[src/rtl/link_slot_scheduler.sv]
// Time-shares one fixed-latency link datapath among L/R audio and text requesters,
// tagging each issue so its result is routed back to the owner LAT cycles later.
module link_slot_scheduler #(
  parameter int DW           = 24,
  parameter int LAT          = 4,
  parameter int GAP          = 2,
  parameter int TXT_MAX_WAIT = 64
) (
  input  logic          clk_i,
  input  logic          rst_n_i,
  input  logic [2:0]    req_i,
  input  logic [DW-1:0] req_data_l_i,
  input  logic [DW-1:0] req_data_r_i,
  input  logic [DW-1:0] req_data_t_i,
  output logic [2:0]    req_ack_o,
  output logic          dp_valid_o,
  output logic [DW-1:0] dp_data_o,
  output logic [1:0]    dp_tag_o,
  input  logic [DW-1:0] dp_result_i,
  output logic [2:0]    rsp_valid_o,
  output logic [DW-1:0] rsp_data_o,
  output logic          busy_o
);

  localparam int GW = (GAP > 1) ? $clog2(GAP) : 1;
  localparam int WW = $clog2(TXT_MAX_WAIT + 1);

  logic [GW-1:0]       gap_cnt_q, gap_cnt_d;
  logic [WW-1:0]       wait_cnt_q, wait_cnt_d;
  logic [LAT-1:0]      stg_v_q;
  logic [LAT-1:0][1:0] stg_tag_q;
  logic [2:0]          rsp_valid_q, rsp_valid_d;
  logic [DW-1:0]       rsp_data_q, rsp_data_d;
  logic                slot_open;
  logic                txt_urgent;
  logic [2:0]          grant;

  // Gating with the reset level keeps every issue output at zero while reset is held.
  assign slot_open  = rst_n_i && (gap_cnt_q == '0);
  assign txt_urgent = req_i[2] && (wait_cnt_q >= WW'(TXT_MAX_WAIT));

  always_comb begin
    grant = 3'b000;
    if (slot_open) begin
      if (txt_urgent)      grant = 3'b100;
      else if (req_i[0])   grant = 3'b001;
      else if (req_i[1])   grant = 3'b010;
      else if (req_i[2])   grant = 3'b100;
    end
  end

  always_comb begin
    dp_data_o = '0;
    dp_tag_o  = 2'd0;
    if (grant[0]) begin
      dp_data_o = req_data_l_i;
      dp_tag_o  = 2'd0;
    end else if (grant[1]) begin
      dp_data_o = req_data_r_i;
      dp_tag_o  = 2'd1;
    end else if (grant[2]) begin
      dp_data_o = req_data_t_i;
      dp_tag_o  = 2'd2;
    end
  end

  assign dp_valid_o = |grant;
  assign req_ack_o  = grant;

  always_comb begin
    gap_cnt_d = '0;
    if (dp_valid_o)            gap_cnt_d = GW'(GAP - 1);
    else if (gap_cnt_q != '0)  gap_cnt_d = gap_cnt_q - GW'(1);
  end

  // A text ack clears the wait counter even when it would otherwise increment.
  always_comb begin
    wait_cnt_d = wait_cnt_q;
    if (grant[2] || !req_i[2])                  wait_cnt_d = '0;
    else if (wait_cnt_q < WW'(TXT_MAX_WAIT))    wait_cnt_d = wait_cnt_q + WW'(1);
  end

  // Tag 3 is never issued; if it reaches the output stage it is dropped silently.
  always_comb begin
    rsp_valid_d = 3'b000;
    rsp_data_d  = rsp_data_q;
    if (stg_v_q[LAT-1]) begin
      rsp_data_d = dp_result_i;
      if (stg_tag_q[LAT-1] != 2'd3) rsp_valid_d = 3'b001 << stg_tag_q[LAT-1];
    end
  end

  always_ff @(posedge clk_i or negedge rst_n_i) begin
    if (!rst_n_i) begin
      gap_cnt_q   <= '0;
      wait_cnt_q  <= '0;
      stg_v_q     <= '0;
      stg_tag_q   <= '0;
      rsp_valid_q <= 3'b000;
      rsp_data_q  <= '0;
    end else begin
      gap_cnt_q    <= gap_cnt_d;
      wait_cnt_q   <= wait_cnt_d;
      stg_v_q[0]   <= dp_valid_o;
      stg_tag_q[0] <= dp_tag_o;
      for (int i = 1; i < LAT; i++) begin
        stg_v_q[i]   <= stg_v_q[i-1];
        stg_tag_q[i] <= stg_tag_q[i-1];
      end
      rsp_valid_q <= rsp_valid_d;
      rsp_data_q  <= rsp_data_d;
    end
  end

  assign rsp_valid_o = rsp_valid_q;
  assign rsp_data_o  = rsp_data_q;
  assign busy_o      = (gap_cnt_q != '0) || (|stg_v_q) || (|rsp_valid_q);

endmodule
[config.mk]
export PLATFORM = sky130hd
export DESIGN_NAME = link_slot_scheduler
export DESIGN_NICKNAME = d
export VERILOG_FILES = /design/src/rtl/link_slot_scheduler.sv
export SDC_FILE = /design/constraint.sdc
export NUM_CORES = 1
export LEC_CHECK = 0
export ABC_AREA = 1
export CORE_ASPECT_RATIO = 1.1
export CORE_UTILIZATION = 35
export CTS_BUF_LIST = sky130_fd_sc_hd__clkbuf_4 sky130_fd_sc_hd__clkbuf_8 sky130_fd_sc_hd__clkbuf_16
export CTS_CLUSTER_DIAMETER = 30
export DETAILED_ROUTE_END_ITERATION = 10
export PLACE_DENSITY = 0.87
export SLEW_MARGIN = 5
export SYNTH_ARGS = -nofsm -noshare
export SYNTH_HDL_FRONTEND = slang
export SYNTH_SLANG_ARGS = --single-unit
[constraint.sdc]
create_clock -name clk_i -period 1.55 [get_ports clk_i]
set_input_delay 0.31 -clock clk_i [delete_from_list [all_inputs] [get_ports clk_i]]
set_output_delay 0.31 -clock clk_i [all_outputs]
set_load 0.05 [all_outputs]
==> metrics.csv <==
metric,value,unit
worst path cell trace,"nand2_4, buf_6, nand2_8, nor3_4, buf_6, buf_12, nand2_4, nand3_4, buf_12",
Synth Register Bits,46,
GPL Wtd Cong,0.826,
initial core utilization,36.5,%
slowest library cell on the worst path,dfrtp_1,
clock skew,0.00565,ns
Max-cap violations,0,
Final nets,584,
DRT Pass-1 Iters,4,
Routed WL per cell,21.0,um
peak per-stage delay on the critical path,0.43,ns
All-Layer GR Usage,31.6,%
grt total ovfl,0,
crit end category,output port,
core area,6190,um^2
outcome,finished with violations,
input/output buffers,158,
drt total wl,11800,um
Finished Core Util,87.2,%
num rows,30,
Flop pwr share,32.4,%
min Tclk post-route,2.18,ns
Rel. slew slack,63.0,%
switching power,0.00190,W
cts bufs inserted,5,
crit path DAT,1.87,ns
Critical path buffers and inverters,4,
worst hold path type,input pin to async pin,
sequential fraction of the synthesis area,50.9,%
vias per cell,5.22,
R2R cell count,9,
Final setup viols,37,
P_leak,2.68,nW
largest net degree at the start of global routing,47,
worst skew pair latency,0.30,ns
Starting DRT DRC Count,158,
layout cells sized above 1,37.7,%
WP depth,9,
final hold viol count,0,
critical path's top delay family,buffers and inverters,
Max clock buf depth,2,
PnR worst setup slack,-0.626,ns
internal power,0.00285,W
CTS root buf,clkbuf_8,
hpwl dp,7130,um
type of origin of the critical path,flip-flop,
Slew Limit Fails,0,
DP Area,4800,um^2
initial antenna violation count,0,
Max Clock Freq,460,MHz
DRC Markers,0,
num ports,159,
"Req. time, crit path",1.24,ns
vias in the first global route,3257,
DIE AREA,6790,um^2
CTS tree,done,
Synth Instances,290,
fin area,5400,um^2
sw frac,40.1,%
CTS Hold Bufs,0,
clock share of power,15.3,%
VDD IR max,0.829,mV
unrepaired setup endpoints after global routing,yes,
mapped cell area,2260,um^2
Avg Inst Size Synth,7.80,um^2
CP Class,flip-flop to output port,
post-layout total power,0.00475,W
Mapped Nets,392,
via count,2944,
"Distinct cells, synth",23,
Routed Antenna Nets,0,
Die Ht,86.3,um
Clock Sinks,46,
most frequent cells in the layout,"127 x nand2_1, 97 x clkdlybuf4s50_1, 56 x buf_12",
CP Max Fanout,7,
Gate power share,52.3,%
synth-to-layout area growth,139,%
Final period util,140,%
H-tree Lvls,2,
Slew @ Worst Pin,0.555,ns
Ys Warns,0,
failing checks,setup timing,
global-route wire length before repair,15900,um
Pwr Density,881,nW/um^2
Die Span X,78.6,um
"most common cell after layout, fill and taps aside",nand2_1,
"CTS clk-pin slew, worst paths",0.09,ns
## metal layers
metal | GRT usage (%) | wire, um | vias up | share of wire (%)
met5 | 0 | 0 | - | 0
met1 | 28.5 | 3860 | 1389 | 33
met4 | 18.7 | 643 | 0 | 5.4
li1 | - | - | 1288 | -
met3 | 9.68 | 1080 | 58 | 9.1
met2 | 61.0 | 6260 | 209 | 53
## cell families (layout without fill, tap and decap cells)
kind of cell | count (synthesis) | count (layout) | synth area share [%]
buf+inv | 24 | 217 | 6.42
simple gates | 217 | 217 | 41.7
other cells | 0 | 1 | 0
compound gates | 2 | 2 | 0.443
fa+ha+maj | 1 | 1 | 0.553
flops | 46 | 46 | 50.9
## final cells by class
type / instances / area [um^2]
timing repair buffer: 196 / 2520
multi-input combinational: 220 / 1460
sequential: 46 / 1150
fill: 253 / 796
tap: 80 / 100
inverter: 13 / 76.3
clock buffer: 5 / 68.8
clock inverter: 3 / 21.3
antenna: 1 / 2.50
## stage by stage
step                      hold slack [ns]  cells  TNS, ns  setup WS (ns)
after detailed placement            0.335    536   -18.78         -0.634
after global placement              0.333    536   -16.75         -0.561
after global routing                0.195    563   -19.28         -0.673
final                               0.153    564   -17.85         -0.626
after CTS                           0.169    557   -14.20         -0.546
after floorplan                    0.0144    290    -1.01         -0.133
## sequential cells by signal, indices dropped and copies added (netlist names)
register and flops:
rsp_data_o 24, rsp_valid_o 3, stg_tag_q 8, stg_v_q 4, wait_cnt_q 7
## final timing paths
kind                                           start                   endpoint  slack (ns)
max in group asynchronous                    rst_n_i   rsp_valid_o[0]$_DFF_PN0_        0.99
min in group clk_i            stg_tag_q[2]$_DFF_PN0_     stg_tag_q[4]$_DFF_PN0_        0.36
max reg2reg                wait_cnt_q[6]$_DFFE_PN0P_  wait_cnt_q[6]$_DFFE_PN0P_       -0.11
max                        wait_cnt_q[6]$_DFFE_PN0P_              dp_data_o[18]       -0.63
min                                          rst_n_i  rsp_data_o[3]$_DFFE_PN0P_        0.15
min reg2reg                   stg_tag_q[2]$_DFF_PN0_     stg_tag_q[4]$_DFF_PN0_        0.36
## power by group through the flow
stage	Clock, W	Combinational [W]	Sequential (W)
floorplan	0	0.000571	0.00202
global placement	0	0.00227	0.00154
detailed placement	0	0.00231	0.00156
CTS	0.000731	0.00241	0.00154
global route	0.000790	0.00258	0.00156
finish	0.000727	0.00249	0.00154
## repair_timing
item	in CTS	in global routing
pin swaps	13	12
gates cloned	4	1
resized for setup	31	49
endpoints found under the setup margin	31	32
buffers inserted	9	9
## Yosys cell counts
cell	n	area, um^2
clkinv_2	1	5.00
nand3_1	28	140
nand3_4	1	17.5
clkinv_1	1	3.75
clkinv_4	1	8.76
buf_6	6	67.6
nor2_1	9	33.8
nand2_1	162	608
nor3_4	2	32.5
nand4_1	3	18.8
a21oi_1	2	10.0
nand2_4	2	22.5
dfrtp_1	46	1150
nor3b_1	1	7.51
nor3_1	5	25.0
inv_1	8	30.0
inv_4	1	6.26
ha_1	1	12.5
buf_2	1	5.00
nand2_2	1	6.26
inv_2	1	3.75
nand3_2	3	30.0
clkbuf_1	4	15.0
Note: power is estimated with default switching activity, not from simulation.
